==> config.mk <==
export PLATFORM = sky130hd
export DESIGN_NAME = uart_tx_arbiter
export DESIGN_NICKNAME = d
export VERILOG_FILES = /design/src/rtl/uart_tx_arbiter.sv
export SDC_FILE = /design/constraint.sdc
export NUM_CORES = 1
export LEC_CHECK = 0
export ABC_AREA = 1
export CAP_MARGIN = 20
export CORE_MARGIN = 2
export CORE_UTILIZATION = 40
export CTS_BUF_LIST = sky130_fd_sc_hd__clkbuf_16
export CTS_CLUSTER_SIZE = 20
export DETAILED_ROUTE_END_ITERATION = 7
export GPL_TIMING_DRIVEN = 0
export PLACE_DENSITY_LB_ADDON = 0.3
export SYNTH_ARGS = -nofsm -noshare
export SYNTH_HDL_FRONTEND = slang
export SYNTH_SLANG_ARGS = --single-unit
==> constraint.sdc <==
create_clock -name i_clk -period 2.7 [get_ports i_clk]
set_input_delay 0.54 -clock i_clk [delete_from_list [all_inputs] [get_ports i_clk]]
set_output_delay 0.54 -clock i_clk [all_outputs]
set_load 0.03 [all_outputs]
==> src/rtl/uart_tx_arbiter.sv <==
// Round-robin arbiter sharing one UART transmitter among N_REQ byte sources.
// One byte per grant, with a watchdog that frees the transmitter if done never arrives.
module uart_tx_arbiter #(
  parameter int N_REQ          = 2,
  parameter int DATA_W         = 8,
  parameter int TIMEOUT_CYCLES = 20000
) (
  input  logic                       i_clk,
  input  logic                       i_rst,
  input  logic [N_REQ-1:0]           i_req,
  input  logic [N_REQ*DATA_W-1:0]    i_data,
  output logic [N_REQ-1:0]           o_ack,
  output logic [DATA_W-1:0]          o_tx_data,
  output logic                       o_tx_enable,
  input  logic                       i_tx_done,
  output logic                       o_busy,
  output logic [$clog2(N_REQ)-1:0]   o_grant_id,
  output logic                       o_timeout
);
  localparam int ID_W = $clog2(N_REQ);
  localparam int TW   = ($clog2(TIMEOUT_CYCLES + 1) < 1) ? 1 : $clog2(TIMEOUT_CYCLES + 1);

  typedef enum logic [1:0] {IDLE, START, WAIT_DONE} state_t;

  state_t           state, state_nx;
  logic [ID_W-1:0]  last, pick, idx;
  logic             pick_vld;
  logic [TW-1:0]    timer;
  logic             expire;
  logic [N_REQ-1:0] ack_nx;
  logic             en_nx, to_nx;

  // First requester at or after last+1, wrapping modulo N_REQ.
  always_comb begin
    pick_vld = 1'b0;
    pick     = last;
    idx      = '0;
    for (int i = 1; i <= N_REQ; i++) begin
      idx = ID_W'((int'(last) + i) % N_REQ);
      if (!pick_vld && i_req[idx]) begin
        pick_vld = 1'b1;
        pick     = idx;
      end
    end
  end

  // Timer holds 1 on the edge where it reaches zero.
  assign expire = (TIMEOUT_CYCLES != 0) && (timer == TW'(1));

  always_ff @(posedge i_clk or posedge i_rst) begin
    if (i_rst) state <= IDLE;
    else       state <= state_nx;
  end

  always_comb begin
    state_nx = state;
    case (state)
      IDLE:      if (pick_vld) state_nx = START;
      START:     state_nx = WAIT_DONE;
      WAIT_DONE: if (i_tx_done || expire) state_nx = IDLE;
      default:   state_nx = IDLE;
    endcase
  end

  always_comb begin
    ack_nx = '0;
    en_nx  = 1'b0;
    to_nx  = 1'b0;
    case (state)
      IDLE:      if (pick_vld) ack_nx[pick] = 1'b1;
      START:     en_nx = 1'b1;
      WAIT_DONE: to_nx = !i_tx_done && expire;
      default:   ;
    endcase
  end

  assign o_busy = (state != IDLE);

  always_ff @(posedge i_clk or posedge i_rst) begin
    if (i_rst) begin
      o_ack       <= '0;
      o_tx_enable <= 1'b0;
      o_timeout   <= 1'b0;
      o_tx_data   <= '0;
      o_grant_id  <= '0;
      last        <= ID_W'(N_REQ - 1);
      timer       <= '0;
    end else begin
      o_ack       <= ack_nx;
      o_tx_enable <= en_nx;
      o_timeout   <= to_nx;
      if (state == IDLE && pick_vld) begin
        o_tx_data  <= i_data[pick*DATA_W +: DATA_W];
        o_grant_id <= pick;
      end
      if (state == WAIT_DONE && state_nx == IDLE) last <= o_grant_id;
      if (state == START)                            timer <= TW'(TIMEOUT_CYCLES);
      else if (state == WAIT_DONE && timer != '0)    timer <= timer - TW'(1);
    end
  end
endmodule

== Word level (Yosys, flattened, before mapping) ==
Cells that the tools add are included.
Widths: inputs -> output; s select.
Operators by class
  equal/unequal tests: 3
  $add $sub $neg: 3
  multiplexer cells: 19
  reduce and logical (&&, ||, !) cells: 14
  $lt $le $gt $ge: 4
  shift-type cells: 1
Operator list (number)
  $mux 15: 2
  $shiftx 16x5->8: 1
  $eq 15x1->1 const B: 1
  $reduce_bool 15->1: 1
  $sub 15x1->15 const B: 1
  $mux 1: 11
  $mux 2: 4
  $logic_and 1x1->1: 6
  $lt 1x2->1 const B: 3
  $pmux 2 s3: 1
  $logic_not 2->1: 2
  $reduce_bool 2->1: 2
  $add 1x1->1 const B: 2
  $eq 2x1->1 const B: 1
  $eq 2x2->1 const B: 1
  $logic_not 1->1: 2
  $demux 1 s1: 1
  $ge 1x1->1 const B: 1
  $logic_or 1x1->1: 1
Storage, ports and cells
  bits in registers: 31
  output and inout bits: 14
  logic and storage cells: 52
  input bits: 21

== Logic depth before layout (Yosys ltp) ==
Gate-level depths: netlist (run 1).
  depth in word-level cells: 13
  depth in mapped cells: 10

== Worst setup path after synthesis (run 1) ==
No wires, ideal clock.
  kind: register to register
  start point: register timer[1]
  end point: register timer[10]
  setup slack: 1.181 ns
  clock period less this slack: 1.519 ns
  path buffers: 1
  data arrival time: 1.402 ns
  required time: 2.584 ns
  stages on the path, launching flop included: 11
  cell sequence: dfrtp_1 inv_1 ha_1 nand3_4 nor2_8 nand2_2 nand2_4 nand2_4 buf_6 nand2_1 nand2_1
Between the ends
  word-level cells in the longest chain between the ends: 3
  elaborated cells between the ends (all ways): 6
  those cells by class: add/sub: 1; mux: 2; reduce/logical: 3
Ends and longest elaborated chain
  from (decl): RTL line 28  | logic [TW-1:0] timer;
  from (signal assigned): RTL line 97  | if (state == START) timer <= TW'(TIMEOUT_CYCLES);
  from (signal assigned): RTL line 98  | else if (state == WAIT_DONE && timer != '0) timer <= timer - TW'(1);
  $sub 15x1->15 / $reduce_bool 15->1 (equally long branches): RTL line 98
  $mux 15 / $logic_and 1x1->1 (equally long branches): RTL line 98
  $mux 15 / $reduce_bool 2->1 (equally long branches)
Parallel ways exist; a longest one is shown, timed or not. The select of a mux whose other input is x is not followed.
A chain may end at the register's enable or synchronous reset.

== Worst setup path after layout (run 1) ==
  start point: register state[0]
  end point: output o_busy
Between the ends
  word-level cells in the longest chain between the ends: 1
Ends and longest elaborated chain
  from (decl): RTL line 25  | state_t state, state_nx;
  from (signal assigned): RTL line 52  | else state <= state_nx;
  $reduce_bool 2->1: RTL line 77  | assign o_busy = (state != IDLE);
  to (decl): RTL line 16  | output logic o_busy,
Every way passes these cells.

==> impl_metrics.json, run 1 <==
{
  "outcome": "completed",
  "fp-row-count": 23,
  "final_net_count": 271,
  "die_w_um": 68.6,
  "grt_max_degree": 19,
  "yosysSeqAreaShare_pct": 46.5,
  "first_pass_iters": 4,
  "io_pins": 35,
  "core_area_sq_um": 4000,
  "hpwl_mm": 2.59,
  "path_clk_slew_ps": 50,
  "min-delay-start": "last",
  "placed_area_sq_um": 2100,
  "port_buffers": 34,
  "fill_cells": 360,
  "drive_above_1_share_pct": 17.3,
  "antenna_found_initial": 0,
  "finalNonFillerCells": 299,
  "dieArea_sq_um": 4710,
  "postCtsSetupBuffers": 0,
  "whs_ps": 469,
  "fin_skew_ps": 3.74,
  "r2r_start": "timer[1]",
  "cts_tree": "done",
  "yosys.area.top_type": "dfrtp_1",
  "finalWirelength_mm": 3.41,
  "synth_area_sq_um": 1670,
  "startpoint_type": "flip-flop",
  "hold_buffers": 0,
  "crit_fanout": 2,
  "final_cell_mix": "nand2_1 (70), clkdlybuf4s50_1 (34), dfrtp_1 (30)",
  "setup_viol": 0,
  "slowest_stage": "clkdlybuf4s50_1",
  "worstSetupPathType": "flip-flop to output pin",
  "cts_resized": 0,
  "clock_path_buffers": 2,
  "layout_commonest_cell": "nand2_1",
  "ys_ff_latch": 31,
  "grt_overflow": 0,
  "crit_arrival_ps": 1470,
  "rsz0062_at_grt": "no",
  "worst_pin_slew_ps": 637,
  "total_power_w": 0.00287,
  "netlist_instances": 206,
  "insertedDiodeCount": 0,
  "synth_fp_nets": 229,
  "grt_pass1_vias": 1354,
  "area_delta_synth_final_pct": 34.0,
  "htree_levels": 2,
  "synth_warnings": 0,
  "clock-root-buffer": "clkbuf_16",
  "hold_viol": 0,
  "yosys-top-cells-area": "dfrtp_1 (45%), nand2_1 (16%), nand3_1 (6.0%), nor2_1 (4.0%), o21ai_2 (3.1%)",
  "grt_usage_pct": 17.4,
  "start_util_pct": 41.8,
  "wl_per_cell_um": 11.4,
  "grt_pass1_wl_mm": 5.97,
  "remaining_drc_errors": 0,
  "syn_area_per_cell_sq_um": 8.11,
  "clkLatencyLatePin_ps": 270,
  "fin_crit_sh_pct": 74.4,
  "final_antenna_net_count": 0,
  "gp_congestion": 0.816,
  "synth_top_area_share_pct": 44.9,
  "slew_headroom_pct": 57.5,
  "p_leak_nw": 1.06,
  "synth_cell_type_count": 27,
  "drtIter0Drc": 61,
  "ir_worst_vdd_mv": 0.697,
  "setup.worst_path.start": "state[0]",
  "dp_cells": 291,
  "end_kind": "output pin",
  "fin_setup_tns_ps": 0,
  "clock-sinks": 31,
  "maxCapViolations": 0,
  "crit_chain": "inv_2, nand2_1, clkdlybuf4s50_1",
  "fmaxAchievable_mhz": 498,
  "slowest_delay_ps": 690,
  "hp-class": "flip-flop to flip-flop",
  "cp.required_ps": 2160,
  "numCtsBuffers": 5,
  "slew_viol_final": 0,
  "period_minus_slack_ps": 2010,
  "final_cell_area_sq_um": 2240,
  "vias_per_cell": 4.68,
  "die_h_um": 68.6,
  "vias": 1400,
  "p_per_area_nw_per_um2": 1280
}
[metrics by stage]
stage	setup slack (ps)	utilization, %
floorplan	1180	-
global placement	683	51.8
detailed placement	734	52.5
CTS	680	56.0
global route	634	56.0
finish	690	56.0
[worst max-delay path: cells and delay by family (launching register included)]
family                 cells  cell delay [ps]
flip-flops                 1              370
buffers and inverters      2              740
AND/OR/NAND/NOR            1              100
[area by class of cell]
class / instances / area (sq um) / share of cell area (%)
buffer: 2 / 15.0 / 0.671
tap: 50 / 62.6 / 2.79
multi-input combinational: 151 / 796 / 35.6
clock inverter: 3 / 12.5 / 0.559
timing repair buffer: 35 / 368 / 16.4
clock buffer: 5 / 125 / 5.59
sequential: 31 / 777 / 34.7
inverter: 22 / 82.6 / 3.69
[cells by family (layout without fill, tap and decap cells)]
group,after synthesis,after routing,share of synthesized area (%)
AND/OR/NAND/NOR,131,131,37.1
buffers and inverters,24,67,5.84
adder cells (fa/ha/maj),2,2,1.50
flip-flops,31,31,46.5
AO/OA/AOI/OAI,14,14,6.97
XOR/XNOR,4,4,2.10
[where the power goes]
part	switching [W]	internal, W
Combinational	0.000950	0.000580
Sequential	0.000148	0.000668
Clock	0.000188	0.000332
Total	0.00129	0.00158
[flip-flops by register name, summed over array words and instances, names as in the netlist]
register     cells
o_grant_id       1
o_tx_data        8
timer           15
o_timeout        1
o_tx_enable      1
o_ack            2
state            2
last             1
[worst paths after layout]
path | to | slack [ps] | depth (start not counted)
worst max-delay path | o_busy | 690 | 3
worst min-delay path | last | 470 | 2
worst max register to register | timer[10] | 1010 | 10
worst min register to register | last | 470 | 2
max in group asynchronous | last | 1460 | 3
min in group asynchronous | timer[9] | 650 | 2
[cell usage after synthesis]
library cell	count
dfrtp_1	30
nor2_4	2
nand3b_1	3
nor3_1	3
ha_1	2
o21bai_1	2
and2_1	1
clkbuf_1	1
a21oi_2	1
nand2_1	70
o22ai_2	2
buf_6	1
nand2_4	2
o21ai_2	6
o21ai_1	2
xor2_1	4
nand3_4	1
nand4_1	2
nor2_1	18
nand2_2	3
nor2_2	5
dfstp_2	1
o21ai_0	1
inv_1	11
nand3_1	20
nor2_8	1
inv_2	11
[metal layers]
metal	vias up	GRT usage [%]	routed length, um
li1	738	-	-
met1	623	20.9	1600
met2	32	27.8	1510
met3	7	6.98	241
met4	0	6.75	54
met5	-	0	0
Note: power is estimated with default switching activity, not from simulation.
==> inputs of run 2 (changes only) <==
==> constraint.sdc (replaced) <==
create_clock -name i_clk -period 2 [get_ports i_clk]
set_input_delay 0.4 -clock i_clk [delete_from_list [all_inputs] [get_ports i_clk]]
set_output_delay 0.4 -clock i_clk [all_outputs]
set_load 0.03 [all_outputs]
==> results of run 2 <==
The final DEF is identical to that of run 1. Status: completed.
Main changes from that run: setup slack after placement 734 ps -> 174 ps; setup slack after layout 690 ps -> 130 ps; register-to-register setup slack 1010 ps -> 310 ps; total power 0.00287 W -> 0.00387 W; worst IR drop on VDD 0.697 mV -> 0.941 mV
==> inputs of run 3 (changes only) <==
--- a/config.mk
+++ b/config.mk
@@ -7,6 +7,7 @@
 export LEC_CHECK = 0
 export ABC_AREA = 1
 export CAP_MARGIN = 20
+export CORE_ASPECT_RATIO = 0.5
 export CORE_MARGIN = 2
 export CORE_UTILIZATION = 40
 export CTS_BUF_LIST = sky130_fd_sc_hd__clkbuf_16
==> run 3 against run 2 <==
Net effect: critical endpoint unchanged; sequential power about the same; setup slack better by 5.4 ps; fmax up 0.29%; non-clock buffer count unchanged; via count up 5.0%; sequential share of layout area down 0.85 points; critical path type unchanged; cell area up 2.5%; clock-buffer cell count unchanged.
==> impl_metrics.json, run 3 (synthesis results as in run 1) <==
{
  "outcome": "completed",
  "final_cell_area_sq_um": 2290,
  "antenna_found_initial": 0,
  "hold_buffers": 0,
  "endpoint": "o_busy",
  "ff2ff_path_depth": 10,
  "clock_path_buffers": 2,
  "postCtsSetupBuffers": 0,
  "fin_setup_tns_ps": 0,
  "grt_max_degree": 20,
  "cts_tree": "done",
  "vias_per_cell": 4.85,
  "regMostFlops": "timer",
  "placed_area_sq_um": 2110,
  "start_util_pct": 42.1,
  "insertedDiodeCount": 0,
  "startpoint_type": "flip-flop",
  "cp.required_ps": 1600,
  "grt_pass1_wl_mm": 6.56,
  "reg.largest.list": "timer x15, o_tx_data x8",
  "total_power_w": 0.00418,
  "wl_per_cell_um": 12.3,
  "setup.worst_path.start": "state[0]",
  "slowest_delay_ps": 680,
  "worst_pin_slew_ps": 581,
  "final_net_count": 271,
  "fp-row-count": 16,
  "drive_above_1_share_pct": 17.7,
  "clkLatencyLatePin_ps": 280,
  "grt_overflow": 0,
  "grt_pass1_vias": 1439,
  "clock-root-buffer": "clkbuf_16",
  "cts_resized": 0,
  "slew_viol_final": 0,
  "crit_fanout": 2,
  "fin_crit_sh_pct": 93.2,
  "setup_viol": 0,
  "path_buf_inv": 2,
  "finalWirelength_mm": 3.74,
  "p_leak_nw": 1.08,
  "hold_viol": 0,
  "timing.rr.end": "timer[11]",
  "setup_slack_ps": 136,
  "dieArea_sq_um": 4740,
  "drtIter0Drc": 70,
  "path_depth": 3,
  "gp_congestion": 0.803,
  "core_area_sq_um": 3960,
  "io_pins": 35,
  "first_pass_iters": 4,
  "area_delta_synth_final_pct": 37.4,
  "remaining_drc_errors": 0,
  "htree_levels": 2,
  "whs_ps": 476,
  "worstSetupPathType": "flip-flop to output pin",
  "p_per_area_nw_per_um2": 1820,
  "clock-sinks": 31,
  "ir_worst_vdd_mv": 0.744,
  "end_kind": "output pin",
  "rsz0062_at_grt": "no",
  "numCtsBuffers": 5,
  "largest_reg_flops": 15,
  "crit_arrival_ps": 1460,
  "post-place-ws_ps": 187,
  "vias": 1470,
  "grt_usage_pct": 18.6,
  "final_antenna_net_count": 0,
  "final_cell_mix": "nand2_1 (70), clkdlybuf4s50_1 (34), dfrtp_1 (30)",
  "crit_family": "buffers and inverters",
  "slew_headroom_pct": 61.2,
  "period_minus_slack_ps": 1860,
  "slowest_stage": "clkdlybuf4s50_1",
  "hpwl_mm": 2.71,
  "crit_chain": "inv_2, nand2_1, clkdlybuf4s50_1",
  "path_clk_slew_ps": 50,
  "fmaxAchievable_mhz": 536,
  "hp-class": "flip-flop to flip-flop",
  "r2r_start": "timer[1]",
  "fin_skew_ps": 3.34,
  "die_w_um": 95.4,
  "min-delay-start": "last",
  "die_h_um": 49.7,
  "port_buffers": 34,
  "layout_commonest_cell": "nand2_1",
  "maxCapViolations": 0,
  "fill_cells": 350,
  "r2r_slack_ps": 320
}
[run 3: cell count changes in the layout (fill, tap and decap cells not counted)]
cell,change
bufinv_16,+2
clkinv_2,-1
inv_1,-1
[run 3: worst register-to-register path, stage by stage (launching register included)]
cell     delay, ps
dfrtp_1        370
inv_1          110
ha_1           240
nand3_4        130
nor2_8         180
nand2_2         80
nand2_4        100
nand2_4         80
buf_6          160
nand2_1         70
nand2_1         40
[run 3: stage by stage]
step / instances / util, %
2_1_floorplan: 206 / -
3_3_place_gp: 294 / 52.4
3_5_place_dp: 295 / 53.1
4_1_cts: 303 / 57.9
5_1_grt: 303 / 57.9
6_report: 303 / 57.9
[run 3: layout make-up]
| class | count | area (sq um) | area share (%) |
|---|---|---|---|
| Clock inverter | 3 | 63.8 | 2.78 |
| Multi-Input combinational cell | 151 | 796 | 34.7 |
| Sequential cell | 31 | 777 | 33.9 |
| Inverter | 22 | 82.6 | 3.60 |
| Timing Repair Buffer | 35 | 368 | 16.0 |
| Tap cell | 54 | 67.6 | 2.94 |
| Buffer | 2 | 15.0 | 0.654 |
| Clock buffer | 5 | 125 | 5.45 |
[run 3: how the worst min path moves through the flow]
stage	cells after the start	to	slack (ps)
3_5_place_dp	2	last	470
4_1_cts	2	last	470
6_report	2	last	480
2_1_floorplan	2	timer[14]	450
3_3_place_gp	2	timer[14]	460
5_1_grt	2	last	510
[run 3: where the power goes]
| part | internal (W) | switching, W | leakage (nW) |
|---|---|---|---|
| combinational | 0.000782 | 0.00131 | 0.599 |
| sequential | 0.000901 | 0.000205 | 0.389 |
| clock | 0.000708 | 0.000267 | 0.0952 |
[run 3: layer usage]
metal	up-vias	global-route usage [%]	part of all wire [%]
li1	732	-	-
met1	696	23.4	45
met2	38	29.2	47
met3	4	7.65	6.2
met4	0	6.19	1.2
met5	-	0	0
